**src/rtl/shift_ex_stage.sv**
```systemverilog
// Execute-stage wrapper for the RV32I shift instructions.
// Drives an external combinational barrel shifter, decodes the operation,
// picks the left or right result and queues it in a 2-entry FIFO.
// The FIFO feeds the writeback side through a valid/ready handshake.
module shift_ex_stage #(
    parameter int XLEN  = 32,
    parameter int DEPTH = 2
) (
    input  logic            clk,
    input  logic            rst_n,
    input  logic            flush,
    input  logic            in_valid,
    output logic            in_ready,
    input  logic [XLEN-1:0] rs1_data,
    input  logic [XLEN-1:0] rs2_data,
    input  logic [4:0]      imm_shamt,
    input  logic            use_imm,
    input  logic [2:0]      funct3,
    input  logic            funct7_5,
    input  logic [4:0]      rd_in,
    output logic [XLEN-1:0] sh_a,
    output logic [4:0]      sh_amt,
    output logic            sh_arith,
    input  logic [XLEN-1:0] sh_res_l,
    input  logic [XLEN-1:0] sh_res_r,
    output logic            out_valid,
    input  logic            out_ready,
    output logic [XLEN-1:0] out_result,
    output logic [4:0]      out_rd,
    output logic            out_illegal
);

    localparam logic [2:0] F3_SLL = 3'b001;
    localparam logic [2:0] F3_SR  = 3'b101;

    // FIFO storage and bookkeeping; pointers are 1 bit and wrap modulo 2
    logic [XLEN-1:0] r_res [DEPTH];
    logic [4:0]      r_rd  [DEPTH];
    logic            r_ill [DEPTH];
    logic [1:0]      r_count;
    logic            r_wptr;
    logic            r_rptr;

    logic [4:0]      w_amt;
    logic [XLEN-1:0] w_result;
    logic            w_illegal;
    logic            w_in_ready;
    logic            w_push;
    logic            w_pop;

    // Only the low five bits of rs2 form a shift amount
    logic w_unused_rs2;
    assign w_unused_rs2 = ^rs2_data[XLEN-1:5];

    // Shifter drive: arithmetic select only for funct3=101 with bit 30 set
    always_comb begin
        w_amt    = use_imm ? imm_shamt : rs2_data[4:0];
        sh_a     = rs1_data;
        sh_amt   = w_amt;
        sh_arith = (funct3 == F3_SR) && funct7_5;
    end

    // Decode: choose the shifter side, flag anything that is not SLL/SRL/SRA.
    // A zero amount bypasses the shifter so the operand passes through unchanged.
    always_comb begin
        w_result  = '0;
        w_illegal = 1'b0;
        if (funct3 == F3_SLL && !funct7_5) begin
            w_result = (w_amt == 5'd0) ? rs1_data : sh_res_l;
        end else if (funct3 == F3_SR) begin
            w_result = (w_amt == 5'd0) ? rs1_data : sh_res_r;
        end else begin
            w_illegal = 1'b1;
        end
    end

    // Handshake: accept while there is room and no flush is in progress
    always_comb begin
        w_in_ready  = (r_count < 2'd2) && !flush;
        w_push      = in_valid && w_in_ready;
        w_pop       = (r_count != 2'd0) && out_ready;
        in_ready    = w_in_ready;
        out_valid   = (r_count != 2'd0);
        out_result  = r_res[r_rptr];
        out_rd      = r_rd[r_rptr];
        out_illegal = r_ill[r_rptr];
    end

    // FIFO update: reset clears everything, flush empties, else push/pop
    always_ff @(posedge clk or negedge rst_n) begin
        if (!rst_n) begin
            r_count <= 2'd0;
            r_wptr  <= 1'b0;
            r_rptr  <= 1'b0;
            for (int i = 0; i < DEPTH; i++) begin
                r_res[i] <= '0;
                r_rd[i]  <= '0;
                r_ill[i] <= 1'b0;
            end
        end else begin
            if (w_push) begin
                r_res[r_wptr] <= w_result;
                r_rd[r_wptr]  <= rd_in;
                r_ill[r_wptr] <= w_illegal;
            end
            if (flush) begin
                // A pop in this cycle has already been seen downstream
                r_count <= 2'd0;
                r_wptr  <= 1'b0;
                r_rptr  <= 1'b0;
            end else begin
                if (w_push) r_wptr <= ~r_wptr;
                if (w_pop)  r_rptr <= ~r_rptr;
                case ({w_push, w_pop})
                    2'b10:   r_count <= r_count + 2'd1;
                    2'b01:   r_count <= r_count - 2'd1;
                    default: r_count <= r_count;
                endcase
            end
        end
    end

endmodule

```
**config.mk**
```make
export PLATFORM = sky130hd
export DESIGN_NAME = shift_ex_stage
export DESIGN_NICKNAME = d
export VERILOG_FILES = /design/src/rtl/shift_ex_stage.sv
export SDC_FILE = /design/constraint.sdc
export NUM_CORES = 1
export LEC_CHECK = 0
export ABC_AREA = 1
export CORE_ASPECT_RATIO = 0.7
export CORE_MARGIN = 5
export CORE_UTILIZATION = 42
export DETAILED_ROUTE_END_ITERATION = 10
export PLACE_DENSITY = 0.81
export RECOVER_POWER = 100
export SLEW_MARGIN = 20
export SYNTH_ARGS = -nofsm -noshare
export SYNTH_HDL_FRONTEND = slang
export SYNTH_SLANG_ARGS = --single-unit
export TNS_END_PERCENT = 30
```
**constraint.sdc**
```tcl
create_clock -name clk -period 1.9 [get_ports clk]
set_input_delay 0.38 -clock clk [delete_from_list [all_inputs] [get_ports clk]]
set_output_delay 0.38 -clock clk [all_outputs]
set_load 0.02 [all_outputs]
```
==> results of run 1 <==
-- path summary, 6_finish.rpt --
kind,start,slack (ns),endpoint,cells past startpoint
worst max register to register,r_count[1]$_DFFE_PN0P_,0.29,r_res[17]$_DFFE_PN0P_,8
min in group clk,r_rd[3]$_DFFE_PN0P_,0.47,r_rd[3]$_DFFE_PN0P_,2
worst min register to register,r_rd[3]$_DFFE_PN0P_,0.47,r_rd[3]$_DFFE_PN0P_,2
worst max-delay path,rs1_data[7],0.01,sh_a[7],2
worst min-delay path,rst_n,0.47,r_rd[5]$_DFFE_PN0P_,2
max in group asynchronous,rst_n,0.55,r_rptr$_DFFE_PN0P_,3
-- area by class of cell --
type / instances / area, µm²
Fill cell: 1101 / 4508
Multi-Input combinational cell: 562 / 2357
Timing Repair Buffer: 241 / 2158
Sequential cell: 80 / 2003
Clock buffer: 11 / 232.7
Tap cell: 157 / 196.4
Inverter: 52 / 195.2
Clock inverter: 5 / 33.78
-- registers in the layout, summed over array words and instances (netlist names) --
register and flops:
r_count 2, r_ill 2, r_rd 10, r_res 64, r_rptr 1, r_wptr 1
-- placed cells by master (no fill, tap or decap), types with 3 or more instances in the layout --
cell type	synthesis	final
nor2_1	4	3
buf_4	33	27
clkbuf_16	0	9
inv_2	2	3
clkbuf_4	0	3
nand3_1	102	101
nor2_4	2	4
dlygate4sd2_1	0	7
nand2_1	397	399
o21ai_0	15	15
clkbuf_1	27	18
o21ai_1	35	35
dlygate4sd3_1	0	3
inv_1	49	49
buf_12	0	7
clkdlybuf4s15_2	0	3
clkdlybuf4s50_1	0	142
dfrtp_1	80	79
clkbuf_2	0	29
-- kinds of logic (layout without fill, tap and decap cells) --
| kind of cell | after synthesis | in the layout | synth area share |
|---|---|---|---|
| AOI/OAI and AO/OA | 51 | 51 | 0.05115 |
| and+or+nand+nor | 510 | 510 | 0.4170 |
| xor gates and xnor gates | 1 | 1 | 0.001756 |
| DFF | 80 | 80 | 0.4012 |
| buffers and inverters | 129 | 309 | 0.1289 |
-- through the flow --
| step | total power [mW] | cells |
|---|---|---|
| after global routing | 7.033 | 1108 |
| after CTS | 6.805 | 1108 |
| final | 6.558 | 1108 |
| after detailed placement | 5.371 | 1091 |
| after floorplan | 3.976 | 771 |
| after global placement | 5.301 | 1091 |
-- where the power goes --
group | total [mW] | switching [mW] | internal, mW
combinational | 2.53 | 1.54 | 0.991
clock | 1.55 | 0.667 | 0.882
sequential | 2.48 | 0.261 | 2.22
total | 6.56 | 2.47 | 4.09
-- repair_timing --
item | 4_1_cts | 5_1_grt
gates resized for setup | 90 | 57
endpoints found under the hold margin | 15 | 0
endpoints found under the setup margin | 44 | 43
hold buffers | 1 | 0
-- per-layer routing --
| metal | GRT usage | vias to the layer above |
|---|---|---|
| met2 | 0.3669 | 199 |
| li1 | - | 2718 |
| met1 | 0.2970 | 2430 |
| met4 | 0.04095 | 0 |
| met3 | 0.05569 | 9 |
| met5 | 0 | - |
==> impl_metrics.csv, run 1 <==
group,metric,value,unit
global_routing,grt_max_degree,43,
global_routing,grt_pass1_wl,25.59,mm
sta,hold_viol,0,
critical_path,path_buf_inv,2,
power,powerDensity,913.7,nW/µm²
clock_tree,cts.sinks,80,
sta,slew_headroom,0.6104,
logic_synthesis,async_flop_share,1.000,
placed_design,dpl.hpwl,11.67,mm
routing,top_layer,"met4",
logic_synthesis,synth_area_leaders,"dfrtp_1 40%, nand2_1 30%, nand3_1 10%",
logic_synthesis,yosysWarnings,0,
routing,dr.pass1.iters,5,
logic_synthesis,yosysTopAreaCellShare,0.4012,
clock_tree,root_buffer,"clkbuf_16",
logic_synthesis,ys.flop_type,"dfrtp_1",
die,die_w,140.3,µm
critical_path,slowest_delay,0.62,ns
clock_tree,clk_pin_slew_worst_paths,0.06,ns
placed_design,port-buffer-count,198,
sta,tns,0,ns
sta,rsz0062_at_grt,"no",
finish,syn_to_final_growth,43.83,%
sta,final.setup.worst_slack,0.01288,ns
clock_tree,cts_tree,"yes",
sta,hold_ws,0.4661,ns
die,dieHeight,101.2,µm
logic_synthesis,synth_commonest_cells,"397 x nand2_1, 102 x nand3_1, 80 x dfrtp_1",
placed_design,post-place-ws,-0.3577,ns
logic_synthesis,synth_edf_count,0,
global_routing,gr-usage-all-layers,0.2203,
finish,final_cell_area,7177,µm²
logic_synthesis,synth_fp_nets,919,
die,coreArea,11690,µm²
sta,final.setup_skew,0.007504,ns
routing,met3WireLength,1.247,mm
finish,post-route-util,0.6142,
critical_path,path_cells,"clkdlybuf4s50_1 -> clkdlybuf4s50_1",
die,start_util,0.4270,
routing,vias_per_cell,4.834,
die,die_area,14200,µm²
logic_synthesis,synthCells,771,
global_routing,grt_pass1_vias,5266,
power,p_leak,3.874,nW
sta,maxSlewViolCount,0,
critical_path,cpMostUsedCell,"clkdlybuf4s50_1",
logic_synthesis,ys_ff_latch,80,
placed_design,place_area,7199,µm²
logic_synthesis,synth_most_common_cell,"nand2_1",
routing,routed_wirelength,15.52,mm
routing,wl_met2,7.169,mm
finish,drive_above_1_share,0.09989,
sta,finalSetupViolations,0,
logic_synthesis,syn_avg_cell_area,6.472,µm²
global_routing,overflow,0,
logic_synthesis,synth_area,4990,µm²
routing,drc,0,
die,rows,33,
routing,dr_total_vias,5356,
sta,layout_min_cycle_time,1.887,ns
sta,fin_crit_sh,0.9932,
routing,wl_per_cell,14.00,µm
hold_path,hold_class,"input port to async pin",
critical_path,required,1.52,ns
sta,max_freq,0.5299,GHz
critical_path,path_delay_family,"buffers and inverters",
run,maxCapViolCount,0,
clock_tree,h-tree-depth,3,
critical_path,crit_fanout,2,
critical_path,critPathSlowestCell,"clkdlybuf4s50_1",
clock_tree,clkLatencyLatePin,0.33,ns
clock_tree,cts_made_buffers,9,
finish,antenna_cells,0,
run_status,status,"complete, no violations",
critical_path,arrival,1.51,ns
global_routing,antenna_found_initial,0,
power,ir_worst_vdd,458.7,µV
finish,fin_nets,1094,
routing,first_iter_violations,258,
clock_tree,clk_path_buf_depth,2,
die,io_pins,226,
placed_design,gp_congestion,0.8248,
clock_tree,postCtsSetupRepairBufs,0,
logic_synthesis,ys_types,21,
critical_path,path_class,"input port to primary output",
critical_path,cp-end-kind,"primary output",
routing,drtAntennaViolNets,0,
critical_path,startpoint_type,"input port",
logic_synthesis,ys_seq_area_frac,0.4012,
routing,wl_met1,7.003,mm
sta,worst_slew_pin_slew,0.5844,ns
logic_synthesis,yosys.area.top_type,"dfrtp_1",
Power figures use the tool's default switching activity.
==> run 2: changes to the inputs <==
--- a/config.mk
+++ b/config.mk
@@ -8,9 +8,9 @@
 export ABC_AREA = 1
 export CORE_ASPECT_RATIO = 0.7
 export CORE_MARGIN = 5
-export CORE_UTILIZATION = 42
+export CORE_UTILIZATION = 30
 export DETAILED_ROUTE_END_ITERATION = 10
-export PLACE_DENSITY = 0.81
+export HOLD_SLACK_MARGIN = 0.05
 export RECOVER_POWER = 100
 export SLEW_MARGIN = 20
 export SYNTH_ARGS = -nofsm -noshare
==> run 2 against run 1 <==
Effect of this change:
- final cell count is 7.3% higher
- first-iteration DRC count is 62% higher
- global-route usage is 4.3 points lower
- maximum frequency is 0.84% higher
- setup slack better by 0.016 ns
- non-clock buffer count is 13 higher
- via count is 1.5% lower
- worst hold slack better by 0.0064 ns
- critical path depth stayed put
==> impl_metrics.csv, run 2 (synthesis gave the netlist of run 1 again) <==
group,metric,value,unit
run_status,status,"complete, no violations",
die,die_w,164.1,µm
clock_tree,postCtsSetupRepairBufs,0,
die,coreArea,16300,µm²
power,p_leak,3.964,nW
sta,fin_crit_sh,0.9849,
critical_path,cp-end-kind,"primary output",
clock_tree,cts.sinks,80,
routing,routed_wirelength,17.11,mm
finish,fillers,1732,
die,start_util,0.3062,
critical_path,path_delay_family,"buffers and inverters",
clock_tree,clk_pin_slew_worst_paths,0.06,ns
sta,hold_viol,0,
finish,fin_nets,1107,
clock_tree,cts_tree,"yes",
global_routing,overflow,0,
placed_design,dpl.hpwl,12.68,mm
die,io_pins,226,
sta,tns,0,ns
die,rows,39,
sta,layout_min_cycle_time,1.871,ns
power,powerDensity,914.9,nW/µm²
sta,finalSetupViolations,0,
power,ir_worst_vdd,414.8,µV
critical_path,cpMostUsedCell,"clkdlybuf4s50_1",
sta,maxSlewViolCount,0,
critical_path,path_cells,"clkdlybuf4s50_1 -> clkdlybuf4s50_1",
clock_tree,cts_made_buffers,9,
critical_path,crit_fanout,2,
clock_tree,clk_path_buf_depth,2,
routing,wl_per_cell,14.39,µm
routing,vias_per_cell,4.437,
global_routing,grt_pass1_wl,27.83,mm
finish,layout_common_cells,"399 x nand2_1, 140 x clkdlybuf4s50_1, 101 x nand3_1",
finish,largest_reg_flops,64,
global_routing,antenna_found_initial,0,
routing,drc,0,
clock_tree,clkLatencyLatePin,0.33,ns
global_routing,grt_max_degree,42,
die,dieHeight,117.9,µm
critical_path,arrival,1.49,ns
finish,largest-register,"r_res",
critical_path,critPathSlowestCell,"clkdlybuf4s50_1",
clock_tree,h-tree-depth,3,
routing,dr_total_vias,5275,
sta,rsz0062_at_grt,"yes",
global_routing,grt_pass1_vias,5368,
placed_design,gp_congestion,0.7603,
finish,reg_top3,"r_res: 64 flops, r_rd: 10 flops",
finish,syn_to_final_growth,49.70,%
finish,final_common_cell,"nand2_1",
clock_tree,root_buffer,"clkbuf_16",
critical_path,required,1.52,ns
placed_design,port-buffer-count,198,
finish,antenna_cells,0,
routing,dr.pass1.iters,5,
sta,slew_headroom,0.3327,
critical_path,path_buf_inv,2,
sta,max_freq,0.5344,GHz
run,maxCapViolCount,0,
hold_path,hold_class,"register to register",
sta,worst_slew_pin_slew,1.001,ns
global_routing,gr-usage-all-layers,0.1772,
critical_path,startpoint_type,"input port",
critical_path,path_class,"input port to primary output",
die,die_area,19350,µm²
sta,final.setup_skew,0.005925,ns
power,finalPower,6.834,mW
routing,first_iter_violations,419,
routing,drtAntennaViolNets,0,
finish,drive_above_1_share,0.1058,
critical_path,slowest_delay,0.62,ns
-- run 2: worst paths after layout --
kind | startpoint | to | slack [ns] | cells past startpoint
max | rs1_data[28] | sh_a[28] | 0.03 | 2
min | r_rd[1]$_DFFE_PN0P_ | r_rd[1]$_DFFE_PN0P_ | 0.47 | 2
max reg2reg | r_count[1]$_DFFE_PN0P_ | r_res[53]$_DFFE_PN0P_ | 0.25 | 7
min reg2reg | r_rd[1]$_DFFE_PN0P_ | r_rd[1]$_DFFE_PN0P_ | 0.47 | 2
max in group asynchronous | rst_n | r_res[54]$_DFFE_PN0P_ | 0.31 | 3
min in group asynchronous | rst_n | r_rd[9]$_DFFE_PN0P_ | 0.73 | 2
-- run 2: report_power, final --
part / internal, mW / leakage [nW] / switching [mW] / total (mW)
Combinational: 1.06 / 2.76 / 1.56 / 2.62
Sequential: 2.22 / 1.07 / 0.261 / 2.48
Clock: 1.06 / 0.139 / 0.677 / 1.73
-- run 2: cell type report --
class | count | area [µm²] | area share
multi-input combinational | 562 | 2342 | 0.3136
clock buffer | 12 | 246.5 | 0.03300
clock inverter | 4 | 53.80 | 0.007203
tap | 225 | 281.5 | 0.03769
sequential | 80 | 2003 | 0.2682
timing repair buffer | 254 | 2346 | 0.3141
inverter | 52 | 196.4 | 0.02630
-- run 2: metrics by stage --
stage	instances	worst slack (ns)	area, µm²	hold WS [ns]	util
2_1_floorplan	771	0.1508	4990	0.08441	-
3_3_place_gp	1172	-0.3216	7390	0.3814	0.4534
3_5_place_dp	1172	-0.3566	7390	0.3864	0.4534
4_1_cts	1189	-0.06268	7684	0.4741	0.4714
5_1_grt	1189	-0.02057	7470	0.4940	0.4583
6_report	1189	0.02862	7470	0.4725	0.4583
-- run 2: layer usage --
| layer | global-route usage | wire length, µm | vias to the layer above |
|---|---|---|---|
| li1 | - | - | 2739 |
| met1 | 0.2439 | 7861 | 2327 |
| met2 | 0.2747 | 7437 | 202 |
| met3 | 0.06020 | 1720 | 7 |
| met4 | 0.02776 | 86 | 0 |
| met5 | 0 | 0 | - |
-- run 2: what timing repair did --
| action | in CTS | in global routing |
|---|---|---|
| endpoints found under the setup margin | 46 | 39 |
| gates cloned | 0 | 0 |
| hold buffers | 1 | 0 |
| endpoints found under the hold margin | 34 | 0 |
| gates resized for setup | 83 | 54 |
==> run 3: changes to the inputs <==
==> constraint.sdc (replaced) <==
create_clock -name clk -period 2.15 [get_ports clk]
set_input_delay 0.43 -clock clk [delete_from_list [all_inputs] [get_ports clk]]
set_output_delay 0.43 -clock clk [all_outputs]
set_load 0.02 [all_outputs]
==> run 3 against run 2 <==
Effect of this change:
- global-route usage is 0.37 points lower
- register-to-register slack gained 0.13 ns
- die area is the same
- final cell count fell by 2.3%
- critical endpoint is now in_ready
- routed wire length fell by 1.5%
- highest routed layer unchanged
==> impl_metrics.csv, run 3 (synthesis gave the netlist of run 1 again) <==
group,metric,value,unit
run_status,status,"complete, no violations",
sta,final.setup.worst_slack,0.05466,ns
die,start_util,0.3062,
critical_path,required,1.72,ns
placed_design,place_area,7139,µm²
placed_design,post-place-ws,-0.1797,ns
finish,final_common_cell,"nand2_1",
die,die_w,164.1,µm
clock_tree,root_buffer,"clkbuf_16",
clock_tree,h-tree-depth,3,
finish,layout_common_cells,"398 x nand2_1, 120 x clkdlybuf4s50_1, 101 x nand3_1",
placed_design,dp.cells,1146,
global_routing,grt_pass1_vias,5139,
sta,fin_crit_sh,0.9746,
sta,final.setup_skew,0.007537,ns
critical_path,cp-end-kind,"primary output",
global_routing,overflow,0,
routing,drc,0,
sta,slew_headroom,0.3333,
die,die_area,19350,µm²
sta,maxSlewViolCount,0,
clock_tree,clk_path_buf_depth,2,
critical_path,critPathSlowestCell,"clkdlybuf4s50_1",
clock_tree,clk_pin_slew_worst_paths,0.06,ns
critical_path,cpMostUsedCell,"clkdlybuf4s50_1",
routing,routed_wirelength,16.85,mm
critical_path,reg2reg_from,"r_count[1]$_DFFE_PN0P_",
finish,largest_reg_flops,64,
placed_design,gp_congestion,0.7763,
sta,max_freq,0.4772,GHz
critical_path,path_class,"input port to primary output",
clock_tree,postCtsHoldBufs,0,
finish,drive_above_1_share,0.05656,
routing,vias_per_cell,4.533,
critical_path,startpoint_type,"input port",
critical_path,path_cells,"clkdlybuf4s50_1 -> nor2_1 -> clkdlybuf4s50_1",
global_routing,antenna_found_initial,0,
sta,layout_min_cycle_time,2.095,ns
hold_path,hold_class,"input port to async pin",
clock_tree,cts_tree,"yes",
critical_path,path_buf_inv,2,
power,p_leak,4.012,nW
finish,largest-register,"r_res",
sta,hold_viol,0,
routing,first_iter_violations,324,
die,rows,39,
run,maxCapViolCount,0,
sta,worst_slew_pin_slew,1.000,ns
clock_tree,clkLatencyLatePin,0.34,ns
critical_path,arrival,1.67,ns
critical_path,r2r_setup_slack,0.38,ns
power,ir_worst_vdd,454.8,µV
finish,final_cell_area,7397,µm²
sta,tns,0,ns
finish,reg_top3,"r_res: 64 flops, r_rd: 10 flops",
critical_path,startpoint,"flush",
critical_path,crit_fanout,3,
critical_path,slowest_delay,0.64,ns
die,coreArea,16300,µm²
finish,syn_to_final_growth,48.24,%
finish,fin_nets,1080,
routing,dr_total_vias,5267,
finish,post-route-util,0.4539,
finish,antenna_cells,0,
clock_tree,cts_made_buffers,9,
placed_design,port-buffer-count,198,
finish,fin_cells,1162,
global_routing,gr-usage-all-layers,0.1735,
critical_path,path_delay_family,"buffers and inverters",
placed_design,dpl.hpwl,12.35,mm
routing,drtAntennaViolNets,0,
routing,dr.pass1.iters,5,
clock_tree,cts.sinks,80,
global_routing,grt_pass1_wl,26.84,mm
routing,wl_per_cell,14.50,µm
sta,rsz0062_at_grt,"no",
die,dieHeight,117.9,µm
die,io_pins,226,
sta,finalSetupViolations,0,
power,powerDensity,839.0,nW/µm²
global_routing,grt_max_degree,44,
## run 3: per-stage QoR
stage               power (mW)  hold WS (ns)
global route             6.632        0.3172
detailed placement       4.718        0.4325
finish                   6.206        0.2526
global placement         4.684        0.4306
CTS                      6.335       0.06792
floorplan                3.514        0.1344
## run 3: final cells by class
cell class                      instances  area, µm²
Timing Repair Buffer                  227       2227
Sequential cell                        80       2003
Multi-Input combinational cell        562       2345
Fill cell                            1748       8901
Inverter                               52      195.2
Clock inverter                          7      120.1
Clock buffer                            9      225.2
Tap cell                              225      281.5
## run 3: where the power goes
group          switching (mW)  internal (mW)  total (mW)
combinational            1.36          0.915        2.27
clock                   0.624           1.14        1.76
sequential              0.216           1.96        2.17
## run 3: what timing repair did
action	4_1_cts	5_1_grt
gates resized for setup	44	1
pin swaps	0	0
buffers inserted	0	0
setup endpoints to repair	44	1
## run 3: worst paths after layout
kind,end,cells past startpoint
worst max-delay path,in_ready,3
worst min-delay path,r_rd[6]$_DFFE_PN0P_,1
worst max register to register,r_res[15]$_DFFE_PN0P_,7
worst min register to register,r_rd[0]$_DFFE_PN0P_,2
max in group asynchronous,r_rptr$_DFFE_PN0P_,2
min in group clk,r_rd[0]$_DFFE_PN0P_,2
## run 3: per-layer routing
layer,GRT usage,part of all wire,wire length (µm),vias up
li1,-,-,-,2684
met1,0.2335,0.46,7685,2383
met2,0.2760,0.44,7391,189
met3,0.05355,0.097,1637,11
met4,0.03353,0.0081,136,0
met5,0,0,0,-
